[src/rtl/barrel_shifter_rotate_right_seq_if.sv]
// Handshake bundle for the sequential right-rotate / arithmetic-shift unit.
// The producer/consumer side uses the master modport; the shifter uses slave.
interface barrel_shifter_rotate_right_seq_if #(
    parameter int WIDTH = 16,
    parameter int SHW   = 4
);
    logic             in_valid;
    logic             in_ready;
    logic [WIDTH-1:0] in_data;
    logic [SHW-1:0]   shift_amount;
    logic             mode;
    logic             out_valid;
    logic             out_ready;
    logic [WIDTH-1:0] out_data;

    modport master (
        output in_valid, in_data, shift_amount, mode, out_ready,
        input  in_ready, out_valid, out_data
    );

    modport slave (
        input  in_valid, in_data, shift_amount, mode, out_ready,
        output in_ready, out_valid, out_data
    );
endinterface

[src/rtl/barrel_shifter_rotate_right_seq.sv]
// Sequential barrel shifter: rotate right (mode 0) or arithmetic shift
// right (mode 1), one log-stage per clock (8, 4, 2, 1 for WIDTH=16).
// WIDTH must be a power of two and SHW must equal log2(WIDTH).
// Optional macro ROTR_ZERO_BYPASS_EN: a zero shift amount jumps straight
// to DONE on the accepting edge instead of walking through every stage.
module barrel_shifter_rotate_right_seq #(
    parameter int WIDTH = 16,
    parameter int SHW   = 4
) (
    input  logic                              clk,
    input  logic                              rst_n,
    barrel_shifter_rotate_right_seq_if.slave  bus
);

    localparam int KW = (SHW > 1) ? $clog2(SHW) : 1;
    localparam logic [SHW:0] WIDTH_L = (SHW+1)'(WIDTH);

    typedef enum logic [1:0] {
        IDLE  = 2'd0,
        SHIFT = 2'd1,
        DONE  = 2'd2
    } state_t;

    state_t            state_q;
    logic [WIDTH-1:0]  work_q;
    logic [SHW-1:0]    amount_q;
    logic              mode_q;
    logic [KW-1:0]     stage_q;
    logic [WIDTH-1:0]  out_data_q;
    logic              out_valid_q;
    logic              in_ready_q;

    logic [SHW:0]              stepAmt;
    logic signed [WIDTH-1:0]   workSigned;
    logic [WIDTH-1:0]          work_d;

    // One shifter stage: distance 2^stage, applied only when that amount bit is set.
    always_comb begin
        stepAmt    = (SHW+1)'(1) << stage_q;
        workSigned = $signed(work_q);
        work_d     = work_q;
        if (amount_q[stage_q]) begin
            if (mode_q) begin
                work_d = workSigned >>> stepAmt;
            end else begin
                work_d = (work_q >> stepAmt) | (work_q << (WIDTH_L - stepAmt));
            end
        end
    end

    // Handshake FSM with registered in_ready/out_valid/out_data.
    always_ff @(posedge clk) begin
        if (!rst_n) begin
            state_q     <= IDLE;
            work_q      <= '0;
            amount_q    <= '0;
            mode_q      <= 1'b0;
            stage_q     <= '0;
            out_data_q  <= '0;
            out_valid_q <= 1'b0;
            in_ready_q  <= 1'b1;
        end else begin
            case (state_q)
                IDLE: begin
                    if (bus.in_valid) begin
                        work_q     <= bus.in_data;
                        amount_q   <= bus.shift_amount;
                        mode_q     <= bus.mode;
                        stage_q    <= KW'(SHW - 1);
                        in_ready_q <= 1'b0;
`ifdef ROTR_ZERO_BYPASS_EN
                        if (bus.shift_amount == '0) begin
                            out_data_q  <= bus.in_data;
                            out_valid_q <= 1'b1;
                            state_q     <= DONE;
                        end else begin
                            state_q <= SHIFT;
                        end
`else
                        state_q <= SHIFT;
`endif
                    end
                end
                SHIFT: begin
                    work_q <= work_d;
                    if (stage_q == '0) begin
                        out_data_q  <= work_d;
                        out_valid_q <= 1'b1;
                        state_q     <= DONE;
                    end else begin
                        stage_q <= stage_q - KW'(1);
                    end
                end
                DONE: begin
                    if (bus.out_ready) begin
                        out_valid_q <= 1'b0;
                        in_ready_q  <= 1'b1;
                        state_q     <= IDLE;
                    end
                end
                default: begin
                    state_q     <= IDLE;
                    out_valid_q <= 1'b0;
                    in_ready_q  <= 1'b1;
                end
            endcase
        end
    end

    assign bus.in_ready  = in_ready_q;
    assign bus.out_valid = out_valid_q;
    assign bus.out_data  = out_data_q;

endmodule

[src/flat_wrapper.sv]
// flat-port wrapper written by rule: the top's interface ports become plain ports
module barrel_shifter_rotate_right_seq_flat 
#(
    parameter int WIDTH = 16,
    parameter int SHW   = 4
)
  (clk, rst_n, bus_in_valid, bus_in_data, bus_shift_amount, bus_mode, bus_out_ready, bus_in_ready, bus_out_valid, bus_out_data);
  barrel_shifter_rotate_right_seq_if #(.WIDTH(WIDTH), .SHW(SHW)) bus_i ();
  input  logic clk;
  input  logic rst_n;
  input wire logic [$bits(bus_i.in_valid)-1:0] bus_in_valid;
  input wire logic [$bits(bus_i.in_data)-1:0] bus_in_data;
  input wire logic [$bits(bus_i.shift_amount)-1:0] bus_shift_amount;
  input wire logic [$bits(bus_i.mode)-1:0] bus_mode;
  input wire logic [$bits(bus_i.out_ready)-1:0] bus_out_ready;
  output wire logic [$bits(bus_i.in_ready)-1:0] bus_in_ready;
  output wire logic [$bits(bus_i.out_valid)-1:0] bus_out_valid;
  output wire logic [$bits(bus_i.out_data)-1:0] bus_out_data;
  assign bus_i.in_valid = bus_in_valid;
  assign bus_i.in_data = bus_in_data;
  assign bus_i.shift_amount = bus_shift_amount;
  assign bus_i.mode = bus_mode;
  assign bus_i.out_ready = bus_out_ready;
  assign bus_in_ready = bus_i.in_ready;
  assign bus_out_valid = bus_i.out_valid;
  assign bus_out_data = bus_i.out_data;
  barrel_shifter_rotate_right_seq #(.WIDTH(WIDTH), .SHW(SHW)) u_core (.clk(clk), .rst_n(rst_n), .bus(bus_i));
endmodule
[config.mk]
export PLATFORM = sky130hd
export DESIGN_NAME = barrel_shifter_rotate_right_seq_flat
export DESIGN_NICKNAME = d
export VERILOG_FILES = /design/src/rtl/barrel_shifter_rotate_right_seq_if.sv /design/src/rtl/barrel_shifter_rotate_right_seq.sv /design/src/flat_wrapper.sv
export SDC_FILE = /design/constraint.sdc
export NUM_CORES = 1
export LEC_CHECK = 0
export CORE_ASPECT_RATIO = 0.5
export CORE_MARGIN = 3
export CORE_UTILIZATION = 30
export CTS_CLUSTER_DIAMETER = 150
export CTS_CLUSTER_SIZE = 16
export DETAILED_ROUTE_END_ITERATION = 10
export PLACE_DENSITY = 0.53
export SLEW_MARGIN = 20
export SYNTH_ARGS = -nofsm -noshare
export SYNTH_HDL_FRONTEND = slang
export SYNTH_SLANG_ARGS = --single-unit
[constraint.sdc]
create_clock -name clk -period 7.22 [get_ports clk]
set_input_delay 0.722 -clock clk [delete_from_list [all_inputs] [get_ports clk]]
set_output_delay 0.722 -clock clk [all_outputs]
set_load 0.005 [all_outputs]
Word-level counts from Yosys, hierarchy flattened

Cells that the tools add are included.
W data, S select, Z words.

Register bits after elaboration: 43
Output and inout bits: 18
Logic and storage cells: 53

Add/subtract/negate cells: 2
Bitwise gates (word level): 3
Eq/ne operators: 6
Magnitude comparators: 1
Reduce and logical (&&, ||, !) cells: 10
Multiplexer cells: 19
Shift operators: 4

Operators with widths:

| operator              | number |
|---|---|
| $mux W16              | 3 |
| $pmux W16 S2          | 1 |
| $or A16 B16 Y16       | 1 |
| $shl A16 B5 Y16       | 1 |
| $shr A16 B5 Y16       | 1 |
| $sshr A16 B5 Y16      | 1 |
| $reduce_and A3 Y1     | 4 |
| $mux W2               | 5 |
| $ne A2 B2 Y1 const B  | 3 |
| $pmux W1 S3           | 2 |
| $pmux W2 S3           | 1 |
| $reduce_and A2 Y1     | 3 |
| $mux W1               | 5 |
| $shl A1 B2 Y5 const A | 1 |
| $sub A5 B5 Y5 const A | 1 |
| $logic_not A2 Y1      | 2 |
| $pmux W2 S2           | 1 |
| $lt A2 B3 Y1 const B  | 1 |
| $bmux W1 S2           | 1 |
| $eq A2 B1 Y1 const B  | 1 |
| $eq A2 B2 Y1 const B  | 1 |
| $ne A2 B1 Y1 const B  | 1 |
| $not A1 Y1            | 2 |
| $reduce_bool A2 Y1    | 1 |
| $sub A2 B1 Y2 const B | 1 |

Longest topological paths before layout

Word-level depth: 7
Mapped depth: 11
Depth with buffers taken out: 9

Least setup slack after synthesis

OpenSTA, ideal clock, no wires.

Kind: register to register
From: register u_core.stage_q[0]
To: register u_core.work_q[8], in the netlist u_core.workSigned[8]
Path slack: 4886 ps
Cell stages (with the launch flop): 11
Arrival time: 2257 ps
Data required time: 7144 ps
Clock period less this slack: 2334 ps
Path buffers: 2
Cells stage by stage: dfxtp_1 > inv_1 > ha_1 > buf_4 > buf_6 > inv_1 > ha_1 > or3_1 > a211o_1 > o211a_1 > o22ai_1

Cells in the longest elaborated chain, start to end: 7
Elaborated cells between the ends (all ways): 11
Those cells by class: 1 x add/sub; 4 x shift; 5 x mux; 1 x bitwise

Ends and longest elaborated chain:

| what                   | RTL line                              | source |
|---|---|---|
| start, declared        | barrel_shifter_rotate_right_seq.sv:28 | `logic [KW-1:0] stage_q;` |
| start signal, assigned | barrel_shifter_rotate_right_seq.sv:69 | `stage_q <= KW'(SHW - 1);` |
| start signal, assigned | barrel_shifter_rotate_right_seq.sv:91 | `stage_q <= stage_q - KW'(1);` |
| $shl A1 B2 Y5          | barrel_shifter_rotate_right_seq.sv:39 | `stepAmt = (SHW+1)'(1) << stage_q;` |
| $sub A5 B5 Y5          | barrel_shifter_rotate_right_seq.sv:46 | `work_d = (work_q >> stepAmt) \| (work_q << (WIDTH_L - stepAmt));` |
| $shl A16 B5 Y16        | barrel_shifter_rotate_right_seq.sv:46 |  |
| $or A16 B16 Y16        | barrel_shifter_rotate_right_seq.sv:46 |  |
| $mux W16               | barrel_shifter_rotate_right_seq.sv:43 | `if (mode_q) begin` |
| $mux W16 *             | barrel_shifter_rotate_right_seq.sv:42 | `if (amount_q[stage_q]) begin` |
| $pmux W16 S2 *         | barrel_shifter_rotate_right_seq.sv:63 | `case (state_q)` |
| end signal, assigned   | barrel_shifter_rotate_right_seq.sv:66 | `work_q <= bus.in_data;` |
| end signal, assigned   | barrel_shifter_rotate_right_seq.sv:85 | `work_q <= work_d;` |
| end, declared          | barrel_shifter_rotate_right_seq.sv:25 | `logic [WIDTH-1:0] work_q;` |

Mark *: on every way between the ends. The rest lies on a longest branch, timed or not. The select of a mux whose other input is x is not followed.
A chain may end at the register's enable or synchronous reset.

Worst setup path after layout

From: register u_core.state_q[0]
To: register u_core.out_data_q[13], in the netlist u_core.bus.out_data[13]

Cells in the longest elaborated chain, start to end: 2

Ends and longest elaborated chain:

| what                        | RTL line                              | source |
|---|---|---|
| start, declared             | barrel_shifter_rotate_right_seq.sv:24 | `state_t state_q;` |
| start signal, assigned      | barrel_shifter_rotate_right_seq.sv:54 | `state_q <= IDLE;` |
| start signal, assigned      | barrel_shifter_rotate_right_seq.sv:80 | `state_q <= SHIFT;` |
| start signal, assigned      | barrel_shifter_rotate_right_seq.sv:89 | `state_q <= DONE;` |
| $eq A2 B1 Y1                | barrel_shifter_rotate_right_seq.sv:63 |  |
| $reduce_and A2 Y1 (no line) | -                                     |  |
| end signal, assigned        | barrel_shifter_rotate_right_seq.sv:87 | `out_data_q <= work_d;` |
| end, declared               | barrel_shifter_rotate_right_seq.sv:29 | `logic [WIDTH-1:0] out_data_q;` |

No other way between the ends.

==> flow_summary_export.csv <==
group,metric,value,unit
worst_setup_path,r2r_slack,4470,ps
power,p_per_area,224,mW/mm2
synthesis,synthTopCellsByArea,"dfxtp_1 (25%), mux2i_1 (8.3%), a21oi_1 (6.6%)",
clock_tree,clk_pin_slew,70,ps
timing,drv_slew,0,
synthesis,synthCells,433,
detailed_routing,vias,3402,
synthesis,synth_cell_type_count,65,
placed_design,place_congestion,0.892,
min_path,hold_path_depth,2,
floorplanning,start_util,0.320,
placed_design,portBuffers,42,
floorplanning,rows,26,
floorplanning,die_h,81.2,um
outcome,status,"finished clean",
worst_setup_path,endpoint,"u_core.bus.out_data[13]$_SDFFE_PN0P_",
worst_setup_path,r2r-end,"u_core.bus.out_data[13]$_SDFFE_PN0P_",
final_layout,stdcell_count,590,
timing,finalCriticalPeriod,2750,ps
worst_setup_path,r2r_cells,5,
clock_tree,clock_sink_count,43,
clock_tree,ctsLongestPathBuffers,2,
floorplanning,core_area,0.0106,mm2
synthesis,ys.flop_type,"dfxtp_1",
timing,clock.fmax,364,MHz
synthesis,synth_warnings,0,
detailed_routing,wl_per_cell,19.9,um
floorplanning,fp.dieW,156,um
synthesis,netlist.area_leader.share,0.254,
timing,tightest_slew,875,ps
detailed_routing,dr.first_iter.drc_count,286,
final_layout,final_nets,480,
final_layout,final_cell_mix,"a21oi_1 (45), dfxtp_1 (43), clkdlybuf4s50_1 (42)",
global_routing,grt_util_all_layers,0.185,
timing,hold_viol_final,0,
timing,tns,0,ps
detailed_routing,drc_errors,0,
clock_tree,worstSkewPairLatency,300,ps
detailed_routing,drt_wl_total,11700,um
final_layout,drive_gt1_frac,0.0911,
clock_tree,cts_setup_buffers,0,
timing,timing.slew.headroom,0.416,
detailed_routing,drt-pass1-iter-count,5,
global_routing,grt_max_degree,37,
synthesis,synth_enable_flop_cells,0,
worst_setup_path,crit_path_start_kind,"flop",
timing,fin_skew,11.7,ps
worst_setup_path,crit_start,"u_core.state_q[0]$_SDFFE_PN0P_",
placed_design,placed_cells,582,
clock_tree,htree_levels,2,
power,vdd_drop_max,0.000112,V
placed_design,hpwl,8460,um
worst_setup_path,worstPathRequired,7400,ps
synthesis,yosysSeqAreaShare,0.254,
clock_tree,holdBufCountCts,0,
floorplanning,die-area,0.0127,mm2
min_path,hold_class,"flop to flop",
worst_setup_path,rr_startpoint,"u_core.state_q[0]$_SDFFE_PN0P_",
job,maxCapViolCount,0,
power,leakage,1.43,nW
global_routing,grt_pass1_vias,3108,
synthesis,syn_area,0.00339,mm2
timing,rsz0062_at_grt,"false",
detailed_routing,ant_nets,0,
worst_setup_path,arrival,2930,ps
global_routing,overflow,0,
worst_setup_path,worstSetupPathType,"flop to flop",
final_layout,antenna_cells,0,
final_layout,final_common_cell,"a21oi_1",
synthesis,syn_area_per_cell,7.83,um2
floorplanning,pin_count,43,
worst_setup_path,endpoint_kind,"flop",
global_routing,antenna_found_initial,0,
synthesis,synth_area_leader_cell,"dfxtp_1",
clock_tree,numCtsBuffers,5,
timing,post-route-period-util,0.381,
final_layout,area_growth,17.5,%
clock_tree,cts_root_buf,"clkbuf_16",
synthesis,ys_seq_elements,43,
clock_tree,ctsResizeCount,0,
clock_tree,cts_tree,"yes",
worst_setup_path,crit_fanout,18,
synthesis,ys_async_sr_fraction,0,
detailed_routing,viasPerCell,5.77,
timing,setup_viol,0,
synthesis,synth_nets,464,
global_routing,grt_first_pass_wirelength,18300,um
==> cells in the mapped netlist (11+ instances only) <==
cell type,n
nand2_1,40
dfxtp_1,43
nand3_1,13
mux2_2,12
nor2b_1,16
nor2_1,33
o22ai_1,11
a21oi_1,45
nand2b_1,12
o21ai_0,22
mux2i_1,28
clkbuf_1,16
==> power by group <==
group | switching [mW] | leakage (nW) | total [mW] | internal (mW)
clock network | 0.100 | 0.0875 | 0.275 | 0.174
logic | 0.191 | 0.994 | 0.326 | 0.135
registers | 0.0369 | 0.352 | 0.294 | 0.257
total | 0.328 | 1.43 | 0.894 | 0.566
==> through the flow <==
step | instance area [um2] | setup slack, ps | power (mW) | hold WS (ps) | utilization
floorplan | 3390 | 4890 | 0.530 | 446 | -
global placement | 3800 | 3960 | 0.616 | 460 | 0.359
detailed placement | 3810 | 4350 | 0.616 | 462 | 0.359
CTS | 3990 | 4490 | 0.890 | 470 | 0.376
global route | 3990 | 4230 | 0.940 | 495 | 0.376
finish | 3990 | 4470 | 0.894 | 467 | 0.376
==> registers in the layout (all words and copies together), names as in the netlist <==
name                  flops
u_core.bus.out_data      16
u_core.state_q            2
u_core.amount_q           4
u_core.mode_q             1
u_core.bus.in_ready       1
u_core.stage_q            2
u_core.workSigned        16
u_core.bus.out_valid      1
==> metal layers <==
layer | track usage | part of all wire | vias up
met5 | 0 | 0 | -
met4 | 0.0262 | 0.0036 | 0
met3 | 0.0474 | 0.076 | 6
met2 | 0.270 | 0.40 | 144
met1 | 0.278 | 0.52 | 1614
li1 | - | - | 1638
==> kinds of logic after synthesis <==
family | Yosys count | share of synthesized area
muxes | 44 | 0.146
DFF | 43 | 0.254
xor gates and xnor gates | 1 | 0.00480
adders and majority gates | 6 | 0.0221
AOI/OAI and AO/OA | 146 | 0.287
and+or+nand+nor | 145 | 0.207
buffers and inverters | 48 | 0.0782
==> cell type report <==
class | count | area, um2
tap | 140 | 175
sequential | 43 | 861
multi-input combinational | 342 | 2270
timing repair buffer | 49 | 473
inverter | 8 | 30.0
clock inverter | 2 | 38.8
clock buffer | 6 | 139
fill | 1143 | 6620
==> worst max-delay path, cell delays in order, from the launching register on <==
cell and delay (ps):
dfxtp_1 730, nor2b_1 780, nand2_1 580, nand2_1 180, o21ai_0 100, a22o_1 250
==> worst min path at each step <==
stage	from	to	slack [ps]
after floorplan	u_core.amount_q[1]$_SDFFE_PN0P_	u_core.amount_q[1]$_SDFFE_PN0P_	450
after global placement	u_core.amount_q[2]$_SDFFE_PN0P_	u_core.amount_q[2]$_SDFFE_PN0P_	460
after detailed placement	u_core.amount_q[0]$_SDFFE_PN0P_	u_core.amount_q[0]$_SDFFE_PN0P_	460
after CTS	u_core.amount_q[0]$_SDFFE_PN0P_	u_core.amount_q[0]$_SDFFE_PN0P_	470
after global routing	u_core.amount_q[3]$_SDFFE_PN0P_	u_core.amount_q[3]$_SDFFE_PN0P_	500
final	u_core.amount_q[0]$_SDFFE_PN0P_	u_core.amount_q[0]$_SDFFE_PN0P_	470
Note: power is estimated with default switching activity, not from simulation.
